--- src/rtl/counter_priority_ctrl_if.sv ---
// counter_priority_ctrl_if
// Purpose: groups the request, strobe and grant signals exchanged between the
// counter request sources (timer/scaler/IO cells) and the counter priority
// controller. The controller connects through the slave modport; the request
// side (or a testbench) uses the master modport.
// Signals:
//   gojam   hardware restart, synchronous clear (master -> slave)
//   t12     one-clock strobe marking the end of a memory cycle
//   inhinc  inhibit new counter grants, sampled on the t12 edge
//   pls     per-cell plus request pulses, NREQ wide
//   mns     per-cell minus request pulses, NREQ wide
//   ctrOr   any request pending (slave -> master)
//   ctrAct  current memory cycle is a counter cycle
//   ctrGnt  one-hot granted cell, zero when idle
//   ctrAddr index of granted cell, zero when idle
//   ctrPinc granted operation is +1
//   ctrMinc granted operation is -1
//   ctrLost sticky flag: a request hit an already-pending same-sign bit
interface counter_priority_ctrl_if #(
  parameter int NREQ = 8
);
  localparam int AW = $clog2(NREQ);

  logic            gojam;
  logic            t12;
  logic            inhinc;
  logic [NREQ-1:0] pls;
  logic [NREQ-1:0] mns;
  logic            ctrOr;
  logic            ctrAct;
  logic [NREQ-1:0] ctrGnt;
  logic [AW-1:0]   ctrAddr;
  logic            ctrPinc;
  logic            ctrMinc;
  logic            ctrLost;

  // Request side: drives pulses and strobes, observes the grant.
  modport master (
    output gojam, t12, inhinc, pls, mns,
    input  ctrOr, ctrAct, ctrGnt, ctrAddr, ctrPinc, ctrMinc, ctrLost
  );

  // Controller side.
  modport slave (
    input  gojam, t12, inhinc, pls, mns,
    output ctrOr, ctrAct, ctrGnt, ctrAddr, ctrPinc, ctrMinc, ctrLost
  );
endinterface

--- src/rtl/counter_priority_ctrl.sv ---
// counter_priority_ctrl
// Purpose: schedules counter-increment cycles between instruction memory
// cycles. PLS/MNS pulses from up to NREQ counter cells are latched into
// pending registers; at each memory-cycle boundary (t12 strobe) the next
// memory cycle is either stolen for one pending cell or released to the
// sequencer. After MAXRUN back-to-back counter cycles one cycle is forced
// back to the sequencer so it can never be starved.
// Ports:
//   clock_i   system clock
//   simRst_i  synchronous active-high reset
//   bus_io    counter_priority_ctrl_if.slave (gojam, t12, inhinc, pls, mns in;
//             ctrOr, ctrAct, ctrGnt, ctrAddr, ctrPinc, ctrMinc, ctrLost out)
// Configuration macro:
//   CTR_ROUND_ROBIN_EN  undefined: fixed priority, cell 0 highest.
//                       defined: rotating priority, search starts one past
//                       the last granted cell.
module counter_priority_ctrl #(
  parameter int NREQ   = 8,
  parameter int MAXRUN = 4
) (
  input  logic                  clock_i,
  input  logic                  simRst_i,
  counter_priority_ctrl_if.slave bus_io
);

  localparam int AW = $clog2(NREQ);
  localparam int RW = $clog2(MAXRUN + 1);

  typedef enum logic {
    IDLE,
    ACTIVE
  } state_t;

  state_t          state_q, state_d;
  logic [NREQ-1:0] pendPlus_q, pendPlus_d;
  logic [NREQ-1:0] pendMinus_q, pendMinus_d;
  logic [RW-1:0]   run_q, run_d;
  logic [AW-1:0]   gntIdx_q, gntIdx_d;
  logic            gntPlus_q, gntPlus_d;
  logic            lost_q, lost_d;

  logic            clearNow;
  logic [NREQ-1:0] eligible;
  logic [AW-1:0]   searchStart;
  logic            selFound;
  logic [AW-1:0]   selIdx;
  logic            grantNow;
  logic [NREQ-1:0] selOneHot;
  logic [NREQ-1:0] clrPlus, clrMinus;
  logic [NREQ-1:0] mergedPlus, mergedMinus, cancel;
  logic            lostNow;
  int              cand;
  logic [AW-1:0]   candIdx;

  // GOJAM behaves exactly like the reset, and both override any t12 strobe.
  assign clearNow = simRst_i | bus_io.gojam;

  // A cell never holds both signs at once, so either bit marks it eligible.
  // Only values registered before this edge take part in the decision.
  assign eligible = pendPlus_q | pendMinus_q;

`ifdef CTR_ROUND_ROBIN_EN
  localparam logic [AW-1:0] LAST_IDX = AW'(NREQ - 1);

  logic [AW-1:0] ptr_q, ptr_d;

  // The rotating pointer moves to one past the granted cell, wrapping at NREQ,
  // and only on an actual grant.
  always_comb begin
    ptr_d = ptr_q;
    if (grantNow) begin
      ptr_d = (selIdx == LAST_IDX) ? '0 : selIdx + AW'(1);
    end
  end

  // Pointer register, cleared by reset or GOJAM.
  always_ff @(posedge clock_i) begin
    if (clearNow) begin
      ptr_q <= '0;
    end else begin
      ptr_q <= ptr_d;
    end
  end

  assign searchStart = ptr_q;
`else
  assign searchStart = '0;
`endif

  // Walk the cells starting at searchStart (wrapping) and pick the first
  // eligible one. With a zero start this is plain lowest-index priority.
  always_comb begin
    selFound = 1'b0;
    selIdx   = '0;
    cand     = 0;
    candIdx  = '0;
    for (int off = 0; off < NREQ; off++) begin
      cand = int'(searchStart) + off;
      if (cand >= NREQ) begin
        cand = cand - NREQ;
      end
      candIdx = AW'(cand);
      if (!selFound && eligible[candIdx]) begin
        selFound = 1'b1;
        selIdx   = candIdx;
      end
    end
  end

  // A grant needs a strobe, a candidate, no inhibit and room left in the run.
  assign grantNow  = bus_io.t12 & selFound & ~bus_io.inhinc & (run_q < RW'(MAXRUN));
  assign selOneHot = {{(NREQ-1){1'b0}}, 1'b1} << selIdx;
  assign clrPlus   = (grantNow &  pendPlus_q[selIdx]) ? selOneHot : '0;
  assign clrMinus  = (grantNow & ~pendPlus_q[selIdx]) ? selOneHot : '0;

  // Pending update: the granted bit is consumed first, so a fresh pulse on the
  // same cell and edge simply re-arms it. A pulse onto a bit that is still
  // set is dropped and flagged. Opposite signs meeting on a cell cancel out.
  always_comb begin
    mergedPlus  = (pendPlus_q  & ~clrPlus)  | bus_io.pls;
    mergedMinus = (pendMinus_q & ~clrMinus) | bus_io.mns;
    cancel      = mergedPlus & mergedMinus;
    pendPlus_d  = mergedPlus  & ~cancel;
    pendMinus_d = mergedMinus & ~cancel;
    lostNow     = |((pendPlus_q  & ~clrPlus  & bus_io.pls) |
                    (pendMinus_q & ~clrMinus & bus_io.mns));
    lost_d      = lost_q | lostNow;
  end

  // Next-state logic. Nothing about the grant changes between strobes; at a
  // strobe we either take a counter cycle or release the cycle and clear the
  // run so the sequencer gets at least one full memory cycle.
  always_comb begin
    state_d   = state_q;
    run_d     = run_q;
    gntIdx_d  = gntIdx_q;
    gntPlus_d = gntPlus_q;
    if (bus_io.t12) begin
      if (grantNow) begin
        state_d   = ACTIVE;
        run_d     = run_q + RW'(1);
        gntIdx_d  = selIdx;
        gntPlus_d = pendPlus_q[selIdx];
      end else begin
        state_d   = IDLE;
        run_d     = '0;
        gntIdx_d  = '0;
        gntPlus_d = 1'b0;
      end
    end
  end

  // State register.
  always_ff @(posedge clock_i) begin
    if (clearNow) begin
      state_q <= IDLE;
    end else begin
      state_q <= state_d;
    end
  end

  // Pending, run, grant and lost-flag registers.
  always_ff @(posedge clock_i) begin
    if (clearNow) begin
      pendPlus_q  <= '0;
      pendMinus_q <= '0;
      run_q       <= '0;
      gntIdx_q    <= '0;
      gntPlus_q   <= 1'b0;
      lost_q      <= 1'b0;
    end else begin
      pendPlus_q  <= pendPlus_d;
      pendMinus_q <= pendMinus_d;
      run_q       <= run_d;
      gntIdx_q    <= gntIdx_d;
      gntPlus_q   <= gntPlus_d;
      lost_q      <= lost_d;
    end
  end

  // Outputs are decoded from registered state only, so they move on strobe
  // edges (or reset) and are forced to zero whenever the cycle is idle.
  always_comb begin
    bus_io.ctrAct  = 1'b0;
    bus_io.ctrGnt  = '0;
    bus_io.ctrAddr = '0;
    bus_io.ctrPinc = 1'b0;
    bus_io.ctrMinc = 1'b0;
    if (state_q == ACTIVE) begin
      bus_io.ctrAct  = 1'b1;
      bus_io.ctrGnt  = {{(NREQ-1){1'b0}}, 1'b1} << gntIdx_q;
      bus_io.ctrAddr = gntIdx_q;
      bus_io.ctrPinc = gntPlus_q;
      bus_io.ctrMinc = ~gntPlus_q;
    end
  end

  assign bus_io.ctrOr   = |(pendPlus_q | pendMinus_q);
  assign bus_io.ctrLost = lost_q;

endmodule

--- src/flat_wrapper.sv ---
// flat-port wrapper written by rule: the top's interface ports become plain ports
module counter_priority_ctrl_flat 
#(
  parameter int NREQ   = 8,
  parameter int MAXRUN = 4
)
  (clock_i, simRst_i, bus_io_gojam, bus_io_t12, bus_io_inhinc, bus_io_pls, bus_io_mns, bus_io_ctrOr, bus_io_ctrAct, bus_io_ctrGnt, bus_io_ctrAddr, bus_io_ctrPinc, bus_io_ctrMinc, bus_io_ctrLost);
  counter_priority_ctrl_if #(.NREQ(NREQ)) bus_io_i ();
  input  logic clock_i;
  input  logic simRst_i;
  input wire logic [$bits(bus_io_i.gojam)-1:0] bus_io_gojam;
  input wire logic [$bits(bus_io_i.t12)-1:0] bus_io_t12;
  input wire logic [$bits(bus_io_i.inhinc)-1:0] bus_io_inhinc;
  input wire logic [$bits(bus_io_i.pls)-1:0] bus_io_pls;
  input wire logic [$bits(bus_io_i.mns)-1:0] bus_io_mns;
  output wire logic [$bits(bus_io_i.ctrOr)-1:0] bus_io_ctrOr;
  output wire logic [$bits(bus_io_i.ctrAct)-1:0] bus_io_ctrAct;
  output wire logic [$bits(bus_io_i.ctrGnt)-1:0] bus_io_ctrGnt;
  output wire logic [$bits(bus_io_i.ctrAddr)-1:0] bus_io_ctrAddr;
  output wire logic [$bits(bus_io_i.ctrPinc)-1:0] bus_io_ctrPinc;
  output wire logic [$bits(bus_io_i.ctrMinc)-1:0] bus_io_ctrMinc;
  output wire logic [$bits(bus_io_i.ctrLost)-1:0] bus_io_ctrLost;
  assign bus_io_i.gojam = bus_io_gojam;
  assign bus_io_i.t12 = bus_io_t12;
  assign bus_io_i.inhinc = bus_io_inhinc;
  assign bus_io_i.pls = bus_io_pls;
  assign bus_io_i.mns = bus_io_mns;
  assign bus_io_ctrOr = bus_io_i.ctrOr;
  assign bus_io_ctrAct = bus_io_i.ctrAct;
  assign bus_io_ctrGnt = bus_io_i.ctrGnt;
  assign bus_io_ctrAddr = bus_io_i.ctrAddr;
  assign bus_io_ctrPinc = bus_io_i.ctrPinc;
  assign bus_io_ctrMinc = bus_io_i.ctrMinc;
  assign bus_io_ctrLost = bus_io_i.ctrLost;
  counter_priority_ctrl #(.NREQ(NREQ), .MAXRUN(MAXRUN)) u_core (.clock_i(clock_i), .simRst_i(simRst_i), .bus_io(bus_io_i));
endmodule
--- config.mk ---
export PLATFORM = sky130hd
export DESIGN_NAME = counter_priority_ctrl_flat
export DESIGN_NICKNAME = d
export VERILOG_FILES = /design/src/rtl/counter_priority_ctrl_if.sv /design/src/rtl/counter_priority_ctrl.sv /design/src/flat_wrapper.sv
export SDC_FILE = /design/constraint.sdc
export NUM_CORES = 1
export LEC_CHECK = 0
export BUFFER_PORTS_ARGS = -buffer_cell sky130_fd_sc_hd__buf_2
export CAP_MARGIN = 10
export CORE_ASPECT_RATIO = 0.8
export CORE_MARGIN = 2
export CORE_UTILIZATION = 31
export CTS_CLUSTER_DIAMETER = 40
export CTS_CLUSTER_SIZE = 14
export DETAILED_ROUTE_END_ITERATION = 10
export SLEW_MARGIN = 20
export SYNTH_ARGS = -nofsm -noshare
export SYNTH_HDL_FRONTEND = slang
export SYNTH_SLANG_ARGS = --single-unit
--- constraint.sdc ---
create_clock -name clock_i -period 6.3 [get_ports clock_i]
set_clock_uncertainty 0.2 [all_clocks]
set_input_delay 0.945 -clock clock_i [delete_from_list [all_inputs] [get_ports clock_i]]
set_output_delay 0.945 -clock clock_i [all_outputs]
set_load 0.05 [all_outputs]
# --- Word-level counts from Yosys, hierarchy flattened ---
# Index checks and enable logic that the tools add are counted.
word_totals:
  reg_bits: 25
  input_bits: 21
  out_inout_bits: 16
op_classes:
  n_addsub: 1
  n_lt_le_gt_ge: 2
  shift: 2
  muxes: 28
  bitwise_logic: 24
  reduce_logical: 16
ops:
  columns: ["operator", "count"]
  rows:
  - ["$and A8 B8 Y8", 7]
  - ["$or A8 B8 Y8", 4]
  - ["$mux W3", 9]
  - ["$mux W8", 3]
  - ["$not A8 Y8", 3]
  - ["$reduce_or A8 Y1", 2]
  - ["$shl A1 B3 Y8 const A", 2]
  - ["$mux W1", 15]
  - ["$logic_and A1 B1 Y1", 7]
  - ["$logic_not A1 Y1", 7]
  - ["$and A1 B1 Y1", 5]
  - ["$lt A3 B4 Y1 const B", 1]
  - ["$add A3 B1 Y3 const B", 1]
  - ["$bmux W1 S3", 1]
  - ["$lt A3 B3 Y1 const B", 1]
  - ["$not A1 Y1", 3]
  - ["$or A1 B1 Y1", 2]

# --- Depth between registers and ports, before layout ---
# Gate-level depths: netlist (run 1).
logic_depth:
  word_depth: 34
  mapped_depth: 11

# --- Worst setup path before layout (run 1) ---
# Ideal clock, no wire load.
synth_path:
  path_kind: "reg2reg"
  start: "register u_core.pendPlus_q[4]"
  end: "register u_core.lost_q (netlist: u_core.bus_io.ctrLost)"
  setup_ns: 0.120
  arrival_ns: 2.870
  setup_slack_ns: 3.111
  stages_incl_launch_ff: 12
  cell_sequence: "dfxtp_1 > buf_4 > or4_1 > buf_2 > o21ai_2 > a21oi_1 > a221oi_4 > a22oi_2 > or4_4 > o21a_1 > a21o_1 > o31a_1"
synth_between:
  elab_chain_len: 23
  elab_cells_between_ends: 36
synth_lines:
  columns: ["item", "line", "source"]
  rows:
  - ["start: declaration", "counter_priority_ctrl.sv:35", "logic [NREQ-1:0] pendPlus_q, pendPlus_d;"]
  - ["start signal: assignment", "counter_priority_ctrl.sv:172", "pendPlus_q <= pendPlus_d;"]
  - ["$or A8 B8 Y8", "counter_priority_ctrl.sv:60", "assign eligible = pendPlus_q | pendMinus_q;"]
  - ["$logic_and A1 B1 Y1", "counter_priority_ctrl.sv:103", "if (!selFound && eligible[candIdx]) begin"]
  - ["$mux W1", "counter_priority_ctrl.sv:103", null]
  - ["$logic_not A1 Y1", "counter_priority_ctrl.sv:103", null]
  - ["$logic_and A1 B1 Y1", "counter_priority_ctrl.sv:103", null]
  - ["$mux W1", "counter_priority_ctrl.sv:103", null]
  - ["$logic_not A1 Y1", "counter_priority_ctrl.sv:103", null]
  - ["$logic_and A1 B1 Y1", "counter_priority_ctrl.sv:103", null]
  - ["(+6 left out)", null, null]
  - ["$not A1 Y1 or $and A1 B1 Y1 (tied branches)", "counter_priority_ctrl.sv:114, counter_priority_ctrl.sv:111", null]
  - ["$and A1 B1 Y1 (on tied branches)", "counter_priority_ctrl.sv:114, counter_priority_ctrl.sv:113", null]
  - ["$mux W8 (on tied branches)", "counter_priority_ctrl.sv:114, counter_priority_ctrl.sv:113", null]
  - ["$not A8 Y8 (on tied branches)", "counter_priority_ctrl.sv:126, counter_priority_ctrl.sv:125", null]
  - ["$and A8 B8 Y8 (on tied branches) (2 in a row)", "counter_priority_ctrl.sv:126, counter_priority_ctrl.sv:125", null]
  - ["$or A8 B8 Y8 *", "counter_priority_ctrl.sv:125", "lostNow = |((pendPlus_q & ~clrPlus & bus_io.pls) |"]
  - ["$reduce_or A8 Y1 *", "counter_priority_ctrl.sv:125", null]
  - ["$or A1 B1 Y1 *", "counter_priority_ctrl.sv:127", "lost_d = lost_q | lostNow;"]
  - ["end signal: assignment", "counter_priority_ctrl.sv:177", "lost_q <= lost_d;"]
  - ["end: declaration", "counter_priority_ctrl.sv:40", "logic lost_q, lost_d;"]
# Mark *: on every way between the ends. The rest lies on a longest branch, timed or not. The select of a mux whose other input is x is not followed.
# A chain may end at the register's enable or synchronous reset.

# --- Final worst setup path (run 1) ---
# Ends and elaborated chain as after synthesis.

==> results of run 1 <==
==> worst paths after layout <==
kind | startpoint | end | slack [ns] | cells after the start
worst max-delay path | u_core.pendPlus_q[4] | u_core.bus_io.ctrLost | 2.83 | 9
worst min-delay path | u_core.gntIdx_q[2] | u_core.gntIdx_q[2] | 0.27 | 2
worst max register to register | u_core.pendPlus_q[4] | u_core.bus_io.ctrLost | 2.83 | 9
worst min register to register | u_core.gntIdx_q[2] | u_core.gntIdx_q[2] | 0.27 | 2
==> worst reg2reg max path, delay by kind of cell, from the launching register on <==
kind / cells / cell delay (ns)
AO/OA/AOI/OAI: 7 / 1.54
flip-flops: 1 / 0.41
AND/OR/NAND/NOR: 2 / 1.22
==> synth_stat cells, drive strengths merged (3+ instances only) <==
cell type	number	share of area
nor4	7	0.030
nand2b	3	0.013
and2	4	0.017
dfxtp	25	0.35
nor3	5	0.017
o21ai	5	0.020
a21oi	23	0.079
or2	4	0.017
nor2	22	0.057
a22oi	4	0.024
nor3b	9	0.047
or3	3	0.013
or4	4	0.023
o21a	3	0.016
inv	5	0.013
buf	3	0.016
nand2	21	0.054
nand3	5	0.017
==> cell type report <==
type,instances,area share
clock buffer,3,0.0239
clock inverter,1,0.00434
inverter,6,0.0130
multi-input combinational,150,0.517
sequential,25,0.289
tap,60,0.0434
timing repair buffer,37,0.109
==> per-stage QoR <==
stage | area [um2] | cells | hold slack (ns) | power (W)
3_3_place_gp | 1680 | 278 | 0.256 | 0.000255
4_1_cts | 1730 | 282 | 0.277 | 0.000356
3_5_place_dp | 1680 | 278 | 0.264 | 0.000254
2_1_floorplan | 1450 | 186 | 0.244 | 0.000232
6_report | 1730 | 282 | 0.271 | 0.000353
5_1_grt | 1730 | 282 | 0.315 | 0.000374
==> cells by family (layout without fill, tap and decap cells) <==
family,after synthesis,after routing,synth area share
and+or+nand+nor,93,93,0.332
AOI/OAI and AO/OA,55,55,0.269
DFF,25,25,0.345
buffers and inverters,11,47,0.0371
adders and majority gates,1,1,0.00863
muxes,1,1,0.00691
==> report_power, final <==
group / leakage, nW / switching, W / internal [W] / total [W]
Clock: 0.0217 / 0.0000558 / 0.0000449 / 0.000101
Sequential: 0.203 / 0.00000612 / 0.000162 / 0.000169
Combinational: 0.471 / 0.0000527 / 0.0000308 / 0.0000834
Total: 0.695 / 0.000115 / 0.000238 / 0.000353
==> layer usage <==
layer	wire length (um)	GRT usage
met1	1970	0.230
met2	1580	0.234
met3	256	0.0398
met4	29	0.0275
met5	0	0
==> state kept, by name, indices dropped and copies added (netlist names) <==
register,count
u_core.run_q,3
u_core.gntPlus_q,1
u_core.pendPlus_q,8
u_core.state_q,1
u_core.pendMinus_q,8
u_core.gntIdx_q,3
u_core.bus_io.ctrLost,1
==> run summary, run 1 <==
Largest net degree at the start of global routing: 23
Total Wirelength: 3840 um
Mean cell area of the mapped netlist: 7.79 um2
Core outline area: 4540 um2
DP Worst Slack: 2.65 ns
Syn Nets: 208
CTS tree: yes
Most common cell after layout, fill and taps aside: buf_2
Critical Path Max Stage Delay: 0.67 ns
EDFF count, synth: 0
DRC: 0
Max Root-Sink Buffers: 2
Worst-path clk slew: 0.10 ns
All-Layer GR Usage: 0.157
Worst-Margin Slew: 0.722 ns
Antenna diodes: 0
Count of cell types in the netlist: 47
Clk sinks: 25
Most frequent cells in the layout: buf_2, dfxtp_1, a21oi_1, nor2_1, nand2_1
Post-CTS Setup Inserts: 0
Area of the die: 5240 um2
CTS resizes: 0
CP max-delay cell: or4_1
Iter 0 DRT Violations: 88
Vias: 1511
Share of cells above drive strength 1: 0.230
Req. time, crit path: 6.27 ns
Filler cell count: 492
Die Wd: 80.4 um
Worst setup SP type: flip-flop
Max Cap Viol: 0
Util after Layout: 0.381
H-tree Lvls: 1
Final WS setup: 2.83 ns
GR Overflow Total: 0
Crit Path Category: flip-flop to flip-flop
Sequential cell area: 500 um2
Min-Delay Path Class: flip-flop to flip-flop
Antenna Nets Post-Route: 0
DR vias/cell: 5.36
WP data arrival: 3.44 ns
Worst IR Drop VDD: 0.141 mV
Die H: 65.1 um
Sequential share of the synthesized area: 0.345
Synth warn: 0
Syn Inst Count: 186
Buffers and inverters on the worst path: 0
Clk_lat worst skew: 0.28 ns
Synth Cell Area: 1450 um2
Num ports: 37
Vias in the first global route: 1377
Slew Limit Fails: 0
#FFs+latches synth: 25
Gpl congestion: 0.922
Total negative slack: 0 ns
Worst setup EP type: flip-flop
Final hold vios: 0
Num CTS Buffers: 3
Run status: complete, no violations
CP top delay family: compound AO/OA/AOI/OAI gates
Period utilization: 0.551
FFs w/ async S/R, synth: 0
Fmax achieved: 288 MHz
Synth Flop Type: dfxtp_1
Slew headroom: 0.514
Global-route wire length before repair: 6510 um
Post-cts hold buffer count: 0
RSZ-0062 raised after global routing: no
Initial antenna violation count: 0
Hpwl dp: 3030 um
Final nets: 245
Minimum clock period: 3.47 ns
Largest fanout on the critical path: 10
I/O Buffers: 36
Root Driver: clkbuf_8
TritonRoute pass-1 iters: 4
Multi-input gate area: 895 um2
FP Rows: 22
Initial Utilization: 0.319
Leakage power total: 0.695 nW
Area Growth Syn to Fin: 19.3%
Critical path cell sequence: or4_1 -> o21ai_2 -> a21oi_1 -> a221oi_4 -> a22oi_2 -> or4_4 -> o21a_1 -> a21o_1 -> o31a_1
WL/cell: 13.6 um
Power Density: 204 nW/um2
Finish-stage setup viols: 0
Note: power is estimated with default switching activity, not from simulation.
==> run 2: changes to the inputs <==
--- a/config.mk
+++ b/config.mk
@@ -5,6 +5,7 @@
 export SDC_FILE = /design/constraint.sdc
 export NUM_CORES = 1
 export LEC_CHECK = 0
+export ABC_AREA = 1
 export BUFFER_PORTS_ARGS = -buffer_cell sky130_fd_sc_hd__buf_2
 export CAP_MARGIN = 10
 export CORE_ASPECT_RATIO = 0.8
==> constraint.sdc (replaced) <==
create_clock -name clock_i -period 3.2 [get_ports clock_i]
set_clock_uncertainty 0.2 [all_clocks]
set_input_delay 0.48 -clock clock_i [delete_from_list [all_inputs] [get_ports clock_i]]
set_output_delay 0.48 -clock clock_i [all_outputs]
set_load 0.05 [all_outputs]
==> run 2 against run 1 <==
Die area grew 6.0%. Utilization increased by 1.2 points. Critical path depth grew 7. Register-to-register slack got worse by 2.3 ns. Final cell count increased by 20%. Clock power is 100% higher. Synthesized cell count rose by 30%. Largest power group unchanged. Highest routed layer unchanged.
==> run summary, run 2 <==
FP Rows: 22
FFs w/ async S/R, synth: 0
Most common cell after layout, fill and taps aside: nand2_1
CTS resizes: 0
Vias: 1605
Largest net degree at the start of global routing: 26
Minimum clock period: 2.69 ns
Num ports: 37
Max Root-Sink Buffers: 2
Gpl congestion: 0.888
GR Overflow Total: 0
Die Wd: 82.8 um
Worst Hold Launch: bus_io_mns[1]
Area share of and/or/nand/nor cells after synthesis: 0.498
Area Growth Syn to Fin: 19.3%
Synth Cell Area: 1540 um2
Non-Filler Instances: 338
Mean cell area of the mapped netlist: 6.40 um2
Biggest regs: u_core.pendMinus_q: 8 flops, u_core.pendPlus_q: 8 flops
Max Cap Viol: 0
Global-route wire length before repair: 6640 um
Syn Nets: 263
Post-CTS Setup Inserts: 0
Largest family of logic cells by synthesized area: simple AND/OR/NAND/NOR gates
Leakage power total: 0.909 nW
Area of the die: 5560 um2
DRC: 0
Worst setup EP type: flip-flop
Count leader, synth: nand2_1
Sequential share of the synthesized area: 0.325
Worst hold path depth: 2
Req. time, crit path: 3.15 ns
Synth top area cells: dfxtp_1, nand2_1, nand3_1
Count of cell types in the netlist: 25
Worst Hold Endpoint: u_core.pendPlus_q[1]
Critical R2R Launch: u_core.pendMinus_q[1]
Die H: 67.1 um
#FFs+latches synth: 25
Total negative slack: 0 ns
Core outline area: 4680 um2
Share of cells above drive strength 1: 0.219
CTS tree: yes
R2R setup slack: 0.51 ns
Worst setup SP type: flip-flop
Post-synth top cells: nand2_1, nor2_1, nand3_1, inv_1, dfxtp_1
EDFF count, synth: 0
Worst IR Drop VDD: 0.203 mV
Total Wirelength: 3870 um
All-Layer GR Usage: 0.149
Synth Area in XOR/XNOR: 0
Initial Utilization: 0.329
Worst-Margin Slew: 0.779 ns
Antenna diodes: 0
Hpwl dp: 3110 um
DR vias/cell: 4.75
Run status: complete, no violations
Final hold vios: 0
Power Density: 381 nW/um2
WP data arrival: 2.64 ns
Post-cts hold buffer count: 0
Top cell type's share of synthesized area: 0.325
Compound-Gate Fraction of Synth Area: 0.0893
Synth warn: 0
Cell taking the most area after synthesis: dfxtp_1
Slew headroom: 0.480
TritonRoute pass-1 iters: 5
Iter 0 DRT Violations: 134
Crit Path Category: flip-flop to flip-flop
Final nets: 301
Fmax achieved: 372 MHz
Syn Inst Count: 241
RSZ-0062 raised after global routing: no
Antenna Nets Post-Route: 0
Initial antenna violation count: 0
Root Driver: clkbuf_8
Most frequent cells in the layout: nand2_1, nor2_1, buf_2, nand3_1, inv_1
Slew Limit Fails: 0
Worst-path clk slew: 0.10 ns
RR Endpoint: u_core.bus_io.ctrLost
Vias in the first global route: 1466
Largest fanout on the critical path: 10
Period utilization: 0.840
Finish-stage setup viols: 0
Worst r2r path cells: 16
Clk sinks: 25
Placed cells: 334
I/O Buffers: 36
Post-Synth Adder-Cell Area: 0.00812
Num CTS Buffers: 3
H-tree Lvls: 1
WHS: 0.180 ns
Min-Delay Path Class: primary input to flip-flop
Synth Flop Type: dfxtp_1
Mux cell area share after synthesis: 0
Clk_lat worst skew: 0.28 ns
WL/cell: 11.5 um
run 2: final cells by class:
class	count	area, um2
inverters	29	109
repair buffers	37	188
well taps	60	75.1
fillers	544	2840
multi-input cells	183	917
clock inverters	1	8.76
flip-flops and latches	25	500
clock buffers	3	41.3
run 2: through the flow:
stage	area [um2]	util	setup WS (ns)	total power, W
3_5_place_dp	1790	0.382	0.557	0.000501
5_1_grt	1840	0.393	0.262	0.000745
3_3_place_gp	1790	0.382	0.479	0.000501
4_1_cts	1840	0.393	0.530	0.000705
6_report	1840	0.393	0.513	0.000701
2_1_floorplan	1540	-	0.755	0.000457
run 2: cells by family (layout without fill, tap and decap cells):
group           count (synthesis)  count (layout)
flops                          25              25
buf+inv                        33              70
simple gates                  158             158
fa+ha+maj                       1               1
compound gates                 24              24
run 2: how the worst max path moves through the flow:
stage | start | to | slack [ns] | cells after the start
floorplan | u_core.state_q | bus_io_ctrGnt[0] | 0.75 | 3
global placement | u_core.pendMinus_q[1] | u_core.bus_io.ctrLost | 0.48 | 16
detailed placement | u_core.pendMinus_q[1] | u_core.bus_io.ctrLost | 0.56 | 16
CTS | u_core.pendMinus_q[1] | u_core.bus_io.ctrLost | 0.53 | 16
global route | u_core.pendPlus_q[1] | u_core.bus_io.ctrLost | 0.26 | 16
finish | u_core.pendMinus_q[1] | u_core.bus_io.ctrLost | 0.51 | 16
run 2: per-layer routing:
| layer | part of all wire | track usage | up-vias | wire, um |
|---|---|---|---|---|
| li1 | - | - | 862 | - |
| met1 | 0.52 | 0.212 | 695 | 2000 |
| met2 | 0.42 | 0.229 | 39 | 1610 |
| met3 | 0.054 | 0.0322 | 9 | 209 |
| met4 | 0.014 | 0.0369 | 0 | 53 |
| met5 | 0 | 0 | - | 0 |
run 2: worst max-delay path, stage by stage, from the launching register on:
cell	delay [ns]
dfxtp_1	0.36
nor2_4	0.18
nand2_2	0.11
nor2_4	0.15
nand4_2	0.15
o21ai_2	0.28
nand2_1	0.10
nand3_1	0.12
nand3_4	0.12
nand2_4	0.15
nand3_1	0.12
nand3_1	0.11
nand2_1	0.06
nor2_1	0.11
nand3_1	0.10
nor2_1	0.09
nor2_1	0.04
run 2: power breakdown:
part           switching [W]  total [W]  internal (W)
registers         0.00000931   0.000329      0.000320
clock network       0.000114   0.000206     0.0000915
logic               0.000115   0.000166     0.0000513
total               0.000239   0.000701      0.000462
